**src/rtl/mem_access_unit_if.sv**
```systemverilog
// Data-memory port bundle between the load/store unit (master) and data memory (slave).
// Latency: none, wires only.
// Backpressure: the master holds its request until the slave pulses dmem_resp.
interface mem_access_unit_if;
    logic [31:0] dmem_address;
    logic        dmem_read;
    logic        dmem_write;
    logic [3:0]  dmem_mbe;
    logic [31:0] dmem_wdata;
    logic [31:0] dmem_rdata;
    logic        dmem_resp;

    modport master (
        output dmem_address, dmem_read, dmem_write, dmem_mbe, dmem_wdata,
        input  dmem_rdata, dmem_resp
    );

    modport slave (
        input  dmem_address, dmem_read, dmem_write, dmem_mbe, dmem_wdata,
        output dmem_rdata, dmem_resp
    );
endinterface

```
**src/rtl/mem_access_unit.sv**
```systemverilog
// RV32I data-memory access unit: aligned address, byte mask, lane-replicated store data, load extension.
// Latency: 3 cycles with a zero-wait memory (op, request, done), plus one per memory wait cycle.
// Backpressure: stall_o freezes the pipeline until dmem_resp or the MAX_WAIT watchdog; MEM_MISALIGN_TRAP_EN enables misalignment trapping.
module mem_access_unit #(
    parameter int unsigned MAX_WAIT = 255
) (
    input  logic                   clk,
    input  logic                   rst,
    input  logic                   valid_i,
    input  logic                   mem_read_i,
    input  logic                   mem_write_i,
    input  logic [2:0]             funct3_i,
    input  logic [31:0]            addr_i,
    input  logic [31:0]            wdata_i,
    mem_access_unit_if.master      dmem,
    output logic                   stall_o,
    output logic [31:0]            load_data_o,
    output logic                   load_valid_o,
    output logic                   timeout_o,
    output logic                   misaligned_o
);

    typedef enum logic [1:0] {IDLE, ACCESS, DONE} state_t;

    localparam logic [15:0] WAIT_LIMIT = 16'(MAX_WAIT);

    state_t      state;
    logic [31:0] addr_q;
    logic        read_q;
    logic        write_q;
    logic [3:0]  mbe_q;
    logic [31:0] wdata_q;
    logic [2:0]  funct3_q;
    logic [1:0]  off_q;
    logic        op_read_q;
    logic [15:0] wait_cnt;
    logic [31:0] load_data_q;
    logic        load_valid_q;
    logic        timeout_q;

    logic        op_present;
    logic [3:0]  mbe_c;
    logic [31:0] wdata_c;
    logic [7:0]  byte_sel;
    logic [15:0] half_sel;
    logic [31:0] load_ext;

    assign op_present = valid_i && (mem_read_i || mem_write_i);

    // Byte mask and lane-replicated store data for the incoming op; upper mask bits shift out.
    always_comb begin
        mbe_c   = 4'hF;
        wdata_c = wdata_i;
        case (funct3_i[1:0])
            2'b00: begin
                mbe_c   = 4'b0001 << addr_i[1:0];
                wdata_c = {4{wdata_i[7:0]}};
            end
            2'b01: begin
                mbe_c   = 4'b0011 << addr_i[1:0];
                wdata_c = {2{wdata_i[15:0]}};
            end
            default: begin
                mbe_c   = 4'hF;
                wdata_c = wdata_i;
            end
        endcase
    end

`ifdef MEM_MISALIGN_TRAP_EN
    logic misaligned_c;
    logic misaligned_q;
    assign misaligned_c = ((funct3_i[1:0] == 2'b01) && addr_i[0]) ||
                          ((funct3_i[1:0] == 2'b10) && (addr_i[1:0] != 2'b00));
    assign misaligned_o = misaligned_q;
`else
    assign misaligned_o = 1'b0;
`endif

    // Pick the addressed byte/half from the returned word and extend per the captured funct3.
    always_comb begin
        byte_sel = 8'(dmem.dmem_rdata >> {off_q, 3'b000});
        half_sel = 16'(dmem.dmem_rdata >> {off_q[1], 4'b0000});
        case (funct3_q)
            3'b000:  load_ext = {{24{byte_sel[7]}}, byte_sel};
            3'b100:  load_ext = {24'h0, byte_sel};
            3'b001:  load_ext = {{16{half_sel[15]}}, half_sel};
            3'b101:  load_ext = {16'h0, half_sel};
            default: load_ext = dmem.dmem_rdata;
        endcase
    end

    // Access FSM: capture in IDLE, hold request in ACCESS until resp/watchdog, release in DONE.
    always_ff @(posedge clk or posedge rst) begin
        if (rst) begin
            state        <= IDLE;
            addr_q       <= 32'h0;
            read_q       <= 1'b0;
            write_q      <= 1'b0;
            mbe_q        <= 4'h0;
            wdata_q      <= 32'h0;
            funct3_q     <= 3'b000;
            off_q        <= 2'b00;
            op_read_q    <= 1'b0;
            wait_cnt     <= 16'h0;
            load_data_q  <= 32'h0;
            load_valid_q <= 1'b0;
            timeout_q    <= 1'b0;
`ifdef MEM_MISALIGN_TRAP_EN
            misaligned_q <= 1'b0;
`endif
        end else begin
            load_valid_q <= 1'b0;
            timeout_q    <= 1'b0;
`ifdef MEM_MISALIGN_TRAP_EN
            misaligned_q <= 1'b0;
`endif
            case (state)
                IDLE: begin
                    if (op_present) begin
`ifdef MEM_MISALIGN_TRAP_EN
                        if (misaligned_c) begin
                            misaligned_q <= 1'b1;
                            state        <= DONE;
                        end else begin
`else
                        begin
`endif
                            addr_q    <= {addr_i[31:2], 2'b00};
                            mbe_q     <= mbe_c;
                            wdata_q   <= wdata_c;
                            funct3_q  <= funct3_i;
                            off_q     <= addr_i[1:0];
                            op_read_q <= mem_read_i;
                            read_q    <= mem_read_i;
                            write_q   <= !mem_read_i;
                            wait_cnt  <= 16'h0;
                            state     <= ACCESS;
                        end
                    end
                end
                ACCESS: begin
                    if (dmem.dmem_resp) begin
                        read_q  <= 1'b0;
                        write_q <= 1'b0;
                        if (op_read_q) begin
                            load_data_q  <= load_ext;
                            load_valid_q <= 1'b1;
                        end
                        state <= DONE;
                    end else if ((WAIT_LIMIT != 16'h0) && (wait_cnt == WAIT_LIMIT - 16'd1)) begin
                        read_q      <= 1'b0;
                        write_q     <= 1'b0;
                        load_data_q <= 32'h0;
                        timeout_q   <= 1'b1;
                        state       <= DONE;
                    end else begin
                        wait_cnt <= wait_cnt + 16'd1;
                    end
                end
                DONE: begin
                    state <= IDLE;
                end
                default: begin
                    state <= IDLE;
                end
            endcase
        end
    end

    // Stall while a new op is being accepted or a request is outstanding; reset forces it low.
    assign stall_o = (state == ACCESS) || ((state == IDLE) && op_present && !rst);

    assign dmem.dmem_address = addr_q;
    assign dmem.dmem_read    = read_q;
    assign dmem.dmem_write   = write_q;
    assign dmem.dmem_mbe     = mbe_q;
    assign dmem.dmem_wdata   = wdata_q;
    assign load_data_o       = load_data_q;
    assign load_valid_o      = load_valid_q;
    assign timeout_o         = timeout_q;

endmodule

```
**src/flat_wrapper.sv**
```systemverilog
// flat-port wrapper written by rule: the top's interface ports become plain ports
module mem_access_unit_flat 
#(
    parameter int unsigned MAX_WAIT = 255
)
  (clk, rst, valid_i, mem_read_i, mem_write_i, funct3_i, addr_i, wdata_i, stall_o, load_data_o, load_valid_o, timeout_o, misaligned_o, dmem_dmem_address, dmem_dmem_read, dmem_dmem_write, dmem_dmem_mbe, dmem_dmem_wdata, dmem_dmem_rdata, dmem_dmem_resp);
  mem_access_unit_if dmem_i ();
  input  logic clk;
  input  logic rst;
  input  logic valid_i;
  input  logic mem_read_i;
  input  logic mem_write_i;
  input  logic [2:0] funct3_i;
  input  logic [31:0] addr_i;
  input  logic [31:0] wdata_i;
  output logic stall_o;
  output logic [31:0] load_data_o;
  output logic load_valid_o;
  output logic timeout_o;
  output logic misaligned_o;
  output wire logic [$bits(dmem_i.dmem_address)-1:0] dmem_dmem_address;
  output wire logic [$bits(dmem_i.dmem_read)-1:0] dmem_dmem_read;
  output wire logic [$bits(dmem_i.dmem_write)-1:0] dmem_dmem_write;
  output wire logic [$bits(dmem_i.dmem_mbe)-1:0] dmem_dmem_mbe;
  output wire logic [$bits(dmem_i.dmem_wdata)-1:0] dmem_dmem_wdata;
  input wire logic [$bits(dmem_i.dmem_rdata)-1:0] dmem_dmem_rdata;
  input wire logic [$bits(dmem_i.dmem_resp)-1:0] dmem_dmem_resp;
  assign dmem_dmem_address = dmem_i.dmem_address;
  assign dmem_dmem_read = dmem_i.dmem_read;
  assign dmem_dmem_write = dmem_i.dmem_write;
  assign dmem_dmem_mbe = dmem_i.dmem_mbe;
  assign dmem_dmem_wdata = dmem_i.dmem_wdata;
  assign dmem_i.dmem_rdata = dmem_dmem_rdata;
  assign dmem_i.dmem_resp = dmem_dmem_resp;
  mem_access_unit #(.MAX_WAIT(MAX_WAIT)) u_core (.clk(clk), .rst(rst), .valid_i(valid_i), .mem_read_i(mem_read_i), .mem_write_i(mem_write_i), .funct3_i(funct3_i), .addr_i(addr_i), .wdata_i(wdata_i), .dmem(dmem_i), .stall_o(stall_o), .load_data_o(load_data_o), .load_valid_o(load_valid_o), .timeout_o(timeout_o), .misaligned_o(misaligned_o));
endmodule
```
**config.mk**
```make
export PLATFORM = sky130hd
export DESIGN_NAME = mem_access_unit_flat
export DESIGN_NICKNAME = d
export VERILOG_FILES = /design/src/rtl/mem_access_unit_if.sv /design/src/rtl/mem_access_unit.sv /design/src/flat_wrapper.sv
export SDC_FILE = /design/constraint.sdc
export NUM_CORES = 1
export LEC_CHECK = 0
export ABC_AREA = 0
export CAP_MARGIN = 10
export CORE_ASPECT_RATIO = 0.8
export CORE_MARGIN = 2
export CORE_UTILIZATION = 37
export DETAILED_ROUTE_END_ITERATION = 7
export GPL_TIMING_DRIVEN = 0
export HOLD_SLACK_MARGIN = 0.08
export PLACE_DENSITY = 0.67
export SYNTH_ARGS = -nofsm -noshare
export SYNTH_HDL_FRONTEND = slang
export SYNTH_SLANG_ARGS = --single-unit
```
**constraint.sdc**
```tcl
create_clock -name clk -period 9.5 [get_ports clk]
set_input_delay 1.9 -clock clk [delete_from_list [all_inputs] [get_ports clk]]
set_output_delay 1.9 -clock clk [all_outputs]
set_load 0.01 [all_outputs]
```
# --- Yosys cells after proc, flatten, opt, wreduce, memory -nomap -nowiden ---
# Index checks and enable logic that the tools add are counted.
classes:
  n_mul: 0
  magnitude_cmp: 0
  eq_ne: 11
  reduce_logical: 17
  shifts: 4
  bitwise: 0
  n_div: 0
  addsub: 1
  muxes: 26
op_table:
  columns: ["operator", "count"]
  rows:
  - ["case mux 32 bit (4 select lines)", 1]
  - ["two-way mux 32 bit", 3]
  - ["case mux 32 bit (2 select lines)", 1]
  - ["two-way mux 16 bit", 3]
  - ["case mux 16 bit (2 select lines)", 1]
  - [">> shifter 32 x 5 -> 16 bit", 1]
  - [">> shifter 32 x 5 -> 8 bit", 1]
  - ["adder 16 x 1 -> 16 bit (second input constant)", 1]
  - ["== test 16 x 8 -> 1 bit (second input constant)", 1]
  - ["two-way mux 1 bit", 10]
  - ["case mux 4 bit (2 select lines)", 1]
  - ["== test 3 bit (second input constant)", 2]
  - ["two-way mux 2 bit", 3]
  - ["AND reduction 3 bit", 2]
  - ["== test 2 x 1 -> 1 bit (second input constant)", 2]
  - ["zero test 2 bit", 2]
  - ["!= test 2 x 1 -> 1 bit (second input constant)", 2]
  - ["!= test 2 bit (second input constant)", 2]
  - ["case mux 1 bit (2 select lines)", 2]
  - ["case mux 2 bit (2 select lines)", 1]
  - ["AND reduction 2 bit", 2]
  - ["AND reduction 4 bit", 1]
  - ["nonzero test 2 bit", 2]
  - ["<< shifter 1 x 2 -> 4 bit (first input constant)", 1]
  - ["7 further kinds", 11]
totals:
  latch_bits: 0
  register_bits: 126
  n_memories: 0
  mem_bits_rw: 0
  out_inout_bits: 106
  in_bits: 105
  mem_bits_ro: 0

# --- Logic depth before layout (Yosys ltp) ---
# Gate-level depths: netlist of run 1.
logic_depth:
  word_depth: 5
  mapped_depth: 9

# --- Worst setup path before layout of run 1 ---
# Ideal clock, no wire load.
synth_timing:
  kind: "input to output"
  startpoint: "in rst"
  endpoint: "out stall_o"
  path_buffers: 0
  t_arrival_ps: 5030
  path_slack_ps: 2570
  cell_stages: 3
  required_ps: 7600
  cell_sequence: "inv_1 > a31oi_1 > nor2_1"
synth_between:
  elab_chain_cells: 3
synth_rtl:
  columns: ["item", "line_no", "text"]
  rows:
  - ["start, declared", "flat_wrapper.sv:9", "input logic rst;"]
  - ["zero test 1 bit (no source line)", null, null]
  - ["logical AND 1 bit", "mem_access_unit.sv:172", "assign stall_o = (state == ACCESS) || ((state == IDLE) && op_present && !rst);"]
  - ["logical OR 1 bit", "mem_access_unit.sv:172", null]
  - ["end, declared", "flat_wrapper.sv:16", "output logic stall_o;"]
# No other way between the ends.

# --- Worst setup path after layout of run 1 ---
# Same ends and word-level chain as after synthesis.

==> flow_summary.ini, run 1 <==
[clock_network]
cts_tree = yes
cts_made_buffers = 17
clk_pin_slew_ns = 0.05
cts.sinks = 126
cts_resized = 0
post_cts_buffers = 0
clk_latency_ns = 0.42
cts_hold_buf = 0
ctsLongestPathBuffers = 2
htreeDepth = 4
cts_root_buf = clkbuf_16

[global_route]
gr-total-overflow = 0
grt_pass1_vias = 5807
antenna_found_initial = 0
grt_max_degree = 93
grt_pass1_wl_um = 31800
track_usage_pct = 22.9

[setup_path]
crit_fanout = 92
r2r_end = u_core.dmem.dmem_address[2]$_DFFE_PP0P_
regToRegSetupSlack_ns = 7.30
cp_common_cell = clkdlybuf4s50_1
cp_cell_sequence = clkdlybuf4s50_1, inv_6, buf_16, a31oi_1, nor2_1, clkdlybuf4s50_1
r2r_cells = 7
startpoint_type = input pin
crit_end = stall_o
crit_cells = 6
startpoint = rst
rr_startpoint = u_core.state[0]$_DFFE_PP0P_
crit_arrival_ns = 3.92
cp-end-kind = output port
crit_buf_inv = 4
critPathMaxStageDelay_ns = 0.54
required_ns = 7.60
worst_path_dominant_cell_family = buffers and inverters
cp_slowest_cell = clkdlybuf4s50_1
crit_type = input pin to output port

[drt]
drc = 0
wl_um = 19700
wl_per_cell_um = 17.7
ant_nets = 0
vias_per_cell = 5.19
drt_iter0_drc = 432
drt_pass1_iterations = 5
vias = 5788

[pwr]
netSwitchingPower_uw = 996
combPwrFrac_pct = 45.3
seq_power_share_pct = 32.0
power_frac_clock_pct = 22.7
ir_worst_vdd_mv = 0.155
p_leak_nw = 3.93
power-per-cell-area_mw_per_mm2 = 304
p_int_mw = 1.80
swShare_pct = 35.7

[layout]
syn_to_final_growth_pct = 46.9
multi_input_area_mm2 = 0.00283
regArea_mm2 = 0.00315
layout_commonest_cell = clkdlybuf4s50_1
drive_gt1_share_pct = 8.82
mostFrequentLayoutCells = clkdlybuf4s50_1 (206), nand2_1 (169), dfrtp_1 (126), o21ai_0 (45), clkbuf_1 (33)
fin_nets = 991
antennaDiodeCount = 0
fillCellCount = 1491

[timing]
skew_ns = 0.00830
fin_crit_sh_pct = 61.2
setup_violations = 0
slew_headroom_pct = 42.0
holdWs_ns = 0.471
tns_ns = 0
hold_viol = 0
grt_setup_unrepaired = no
drv_slew = 0
fmax_mhz = 172
worst_slew_pin_slew_ns = 0.867
period_needed_ns = 5.82

[yosys]
synthArstFlopShare_pct = 100
ys_seq_area_share_pct = 50.4
synth-main-ff-cell = dfrtp_1
synth_edf_count = 0
synth_cells = 656
synth.distinct_cells = 56
syn-mean-instance-area_um2 = 9.54
synthesis.area_mm2 = 0.00626
yosysWarnings = 0
ys_seq_elements = 126

[placement]
port_buffers = 206
dp_hpwl_um = 14500
gp_congestion = 0.845

[die]
core_mm2 = 0.0166
die_area_mm2 = 0.0180
initial_utilization_pct = 37.8
die_h_um = 120
io_pins = 211
die_x_um = 149
rows = 42

[run]
maxCapViolations = 0

[hold_path]
hold_class = register to register

[status]
status = completed
[worst reg2reg max path, stage by stage (launching register included)]
cell and delay, ns:
dfrtp_1 0.39, buf_2 0.20, or3b_1 0.42, nor2_1 0.38
buf_2 0.30, buf_2 0.28, nand2_1 0.11, nand2_1 0.06
[metal layers]
layer	track usage, %	routed length [um]	part of all wire [%]
met1	31.4	9010	46
met2	33.8	8630	44
met3	7.96	1830	9.2
met4	7.92	269	1.4
met5	0	0	0
[cells by family after synthesis]
kind of cell	count (synthesis)	synth area share, %
simple gates	258	18.3
other cells	1	0.0599
buf+inv	61	4.48
flops	126	50.4
mux	52	9.46
compound gates	156	17.0
fa+ha+maj	2	0.400
[synth_stat cells (7+ instances only)]
library cell	instances	area (um^2)
nand2_1	169	634
dfrtp_1	126	3150
o21ai_0	45	225
a21oi_1	31	155
mux2i_1	31	310
clkbuf_1	27	101
nor2_1	22	82.6
a211oi_1	19	143
nand3_1	18	90.1
buf_2	11	55.1
mux2_2	11	124
a31oi_2	10	125
inv_1	10	37.5
o22ai_1	9	56.3
a31oi_1	8	50.1
o2bb2ai_1	8	70.1
nand2b_1	7	43.8
o21a_1	7	52.6
[worst min path at each step]
| stage | from | endpoint | slack, ns | cells past startpoint |
|---|---|---|---|---|
| 3_5_place_dp | u_core.dmem.dmem_address[28]$_DFFE_PP0P_ | u_core.dmem.dmem_address[28]$_DFFE_PP0P_ | 0.46 | 2 |
| 3_3_place_gp | u_core.dmem.dmem_mbe[0]$_DFFE_PP0P_ | u_core.dmem.dmem_mbe[0]$_DFFE_PP0P_ | 0.45 | 2 |
| 6_report | u_core.dmem.dmem_address[8]$_DFFE_PP0P_ | u_core.dmem.dmem_address[8]$_DFFE_PP0P_ | 0.47 | 2 |
| 4_1_cts | u_core.dmem.dmem_address[17]$_DFFE_PP0P_ | u_core.dmem.dmem_address[17]$_DFFE_PP0P_ | 0.48 | 2 |
| 2_1_floorplan | u_core.op_read_q$_DFFE_PP0P_ | u_core.op_read_q$_DFFE_PP0P_ | 0.45 | 2 |
| 5_1_grt | u_core.dmem.dmem_address[13]$_DFFE_PP0P_ | u_core.dmem.dmem_address[13]$_DFFE_PP0P_ | 0.49 | 2 |
[power groups by stage]
stage,sequential [mW],clock [mW],combinational (mW)
after floorplan,0.976,0,0.545
after global placement,0.893,0,1.26
after detailed placement,0.897,0,1.27
after CTS,0.896,0.646,1.27
after global routing,0.924,0.667,1.39
final,0.895,0.634,1.27
[sequential cells by signal, summed over array words and instances, names as in the netlist]
| name | flops |
|---|---|
| u_core.dmem.dmem_wdata | 32 |
| u_core.load_data_o | 32 |
| u_core.dmem.dmem_address | 30 |
| u_core.wait_cnt | 16 |
| u_core.dmem.dmem_mbe | 4 |
| u_core.funct3_q | 3 |
| u_core.off_q | 2 |
| u_core.state | 2 |
| u_core.dmem.dmem_read | 1 |
| u_core.dmem.dmem_write | 1 |
| u_core.load_valid_o | 1 |
| u_core.op_read_q | 1 |
| u_core.timeout_o | 1 |
[cell type report]
class	instances	area share (%)
buffer	50	2.60
clock buffer	25	5.17
clock inverter	6	0.925
inverter	11	0.503
multi-input combinational	471	30.8
sequential	126	34.3
tap	220	2.99
timing repair buffer	207	22.7
[metrics by stage]
step	setup slack [ns]	utilization (%)	instances	power [mW]	area, um^2
finish	3.68	55.6	1116	2.79	9200
global placement	0.427	52.0	1084	2.15	8600
detailed placement	3.62	52.2	1085	2.16	8640
global route	3.43	55.6	1116	2.98	9200
floorplan	2.57	-	658	1.52	6270
CTS	3.62	55.6	1116	2.81	9200
(Power assumes the default switching activity.)
==> run 2: changes to the inputs <==
- clock period: 9.5 -> 6.1 ns (I/O delays scaled with it)
==> results of run 2 <==
The final DEF is identical to that of run 1. Status: completed.
Main changes from that run: setup slack after placement 3.62 ns -> 1.58 ns; setup slack after layout 3.68 ns -> 1.64 ns; register-to-register setup slack 7.30 ns -> 3.90 ns; total power 2.79 mW -> 4.35 mW; worst IR drop on VDD 0.155 mV -> 0.241 mV
==> patch: new RTL, config.mk and constraints of run 2 <==
Build with the macro `MEM_MISALIGN_TRAP_EN` defined.
--- a/src/rtl/mem_access_unit.sv
+++ b/src/rtl/mem_access_unit.sv
@@ -1,6 +1,8 @@
 // RV32I data-memory access unit: aligned address, byte mask, lane-replicated store data, load extension.
 // Latency: 3 cycles with a zero-wait memory (op, request, done), plus one per memory wait cycle.
 // Backpressure: stall_o freezes the pipeline until dmem_resp or the MAX_WAIT watchdog; MEM_MISALIGN_TRAP_EN enables misalignment trapping.
+`define MEM_MISALIGN_TRAP_EN
+
 module mem_access_unit #(
     parameter int unsigned MAX_WAIT = 255
 ) (
Check against the original RTL: not equivalent (a bounded check fails within 4 cycles, from zero or initial values and one cycle with rst high).
==> patch against run 2 <==
- area after synthesis is 2.8% lower
- design area is 1.9% lower
- power is 10% lower
- sequential cell count is 1 higher
- clock skew hardly changed
- wire length is 2.0% lower
- synthesized cell count is 0.76% higher
- setup slack better by 0.42 ns
- sequential share of layout area is 0.95 points higher
- non-clock buffer count is 10 lower
- fmax is 10% higher
- combinational power is 21% lower
- largest cell class unchanged
- highest routed layer unchanged
==> patch: results (changes against run 2) <==
result of the run=complete, no violations (unchanged); pin count of the biggest net entering global routing=68 (was 93); sequential area share after synthesis=52.3% (was 50.4%); Peak supply drop=0.221 mV (was 0.241 mV); leakage power total=4.01 nW (was 3.93 nW); post-detailed-placement cell area=8450 sq um (was 8640 sq um); Global Route Usage Sum=22.8% (was 22.9%); post-placement setup slack=2.05 ns (was 1.58 ns); via count of the first global-routing pass=5857 (was 5807); ratio of routed vias to standard cells=5.11 (was 5.19); layout cell share with drive strength beyond 1=6.77% (was 8.82%); RePlAce Congestion=0.831 (was 0.845); H-tree levels=4 (unchanged); endpoint of the worst setup timing path=stall_o (unchanged); Worst path max stage delay=0.50 ns (was 0.54 ns); R2R Path Start=u_core.state[1]$_DFFE_PP0P_ (was u_core.state[0]$_DFFE_PP0P_); clk slew on worst S/H paths=0.06 ns; normalized max-slew margin=21.0% (was 42.0%); MaxCap Viol Count=0 (unchanged); Max Buffers Root-to-Sink=2 (unchanged); maximum fanout along the worst path=6 (was 92); post-detail-place hpwl=14200 microns (was 14500 microns); element type at the critical path start=input pin (unchanged); Tcrit/Tclk final=66.2% (was 73.0%); wire length per cell=17.3 microns (was 17.7 microns); launch point of the worst path=mem_read_i (was rst); final-layout worst hold slack=0.470 ns (was 0.471 ns); slack of the worst reg-to-reg path=3.67 ns (was 3.90 ns); ranking of synthesized cells by instance count=sky130_fd_sc_hd__nand2_1 (201), sky130_fd_sc_hd__dfrtp_1 (127), sky130_fd_sc_hd__o21ai_0 (68) (was sky130_fd_sc_hd__nand2_1 (169), sky130_fd_sc_hd__dfrtp_1 (126), sky130_fd_sc_hd__o21ai_0 (45)); number of different library cells in the post-synthesis netlist=55 (was 56); global-route wire length before repair=31100 microns (was 31800 microns); cells on worst reg2reg path=6 (was 7); endpoint of the worst-slack reg-to-reg timing path=u_core.dmem.dmem_address[8]$_DFFE_PP0P_ (was u_core.dmem.dmem_address[2]$_DFFE_PP0P_); setup skew after layout=0.00829 ns (was 0.00830 ns); Inst Count DP=1084 (was 1085); post-synthesis average cell area=9.20 sq um (was 9.54 sq um); most area-consuming cells after synthesis=sky130_fd_sc_hd__dfrtp_1 (52%), sky130_fd_sc_hd__nand2_1 (12%), sky130_fd_sc_hd__mux2i_1 (6.6%), sky130_fd_sc_hd__o21ai_0 (5.6%), sky130_fd_sc_hd__nor2_1 (2.5%) (was sky130_fd_sc_hd__dfrtp_1 (50%), sky130_fd_sc_hd__nand2_1 (10%), sky130_fd_sc_hd__mux2i_1 (5.0%), sky130_fd_sc_hd__o21ai_0 (3.6%), sky130_fd_sc_hd__a21oi_1 (2.5%)); worst path arrival time=2.82 ns (was 3.24 ns); First DRT Iteration DRCs=327 (was 432); total routed wirelength=19300 microns (was 19700 microns); post-layout net count=995 (was 991)
[patch: cell count changes after synthesis, moves of 7 or more]
cell                               run 2  this run
sky130_fd_sc_hd__a211oi_1             19         0
sky130_fd_sc_hd__nor2_1               22        40
sky130_fd_sc_hd__a31oi_2              10         0
sky130_fd_sc_hd__o22ai_1               9         1
sky130_fd_sc_hd__a21oi_1              31        21
sky130_fd_sc_hd__mux2_2               11         2
sky130_fd_sc_hd__o21ai_0              45        68
sky130_fd_sc_hd__o21a_1                7         0
sky130_fd_sc_hd__o2bb2ai_1             8         1
sky130_fd_sc_hd__mux2i_1              31        40
sky130_fd_sc_hd__nand2_1             169       201
sky130_fd_sc_hd__nand3_1              18         3
[patch: cell families (layout without fill, tap and decap cells)]
logic type	count (synthesis)	in the layout	share of synthesized area, %
xor gates and xnor gates	1	1	0.268
muxes	43	43	7.32
buffers and inverters	50	289	3.83
adders and majority gates	3	3	0.576
other	1	2	0.0617
AOI/OAI and AO/OA	139	139	14.3
DFF	127	127	52.3
and+or+nand+nor	297	297	21.3
[patch: cell type report]
class | instances | area (sq um)
clock buffer | 17 | 425
inverter | 10 | 42.5
fill | 1441 | 6880
clock inverter | 15 | 146
buffer | 40 | 195
tap | 215 | 269
sequential | 127 | 3180
multi-input combinational | 485 | 2670
timing repair buffer | 207 | 2090
[patch: metal layers]
layer / GRT usage, % / vias to the layer above / share of wire (%)
met2: 31.9 / 208 / 41
li1: - / 2735 / -
met3: 9.77 / 25 / 10
met5: 0 / - / 0
met1: 31.7 / 2730 / 47
met4: 7.63 / 0 / 1.7
[patch: power by group]
group	total (mW)	switching [mW]	internal (mW)
clock	0.988	0.390	0.598
combinational	1.55	0.741	0.807
sequential	1.38	0.208	1.17
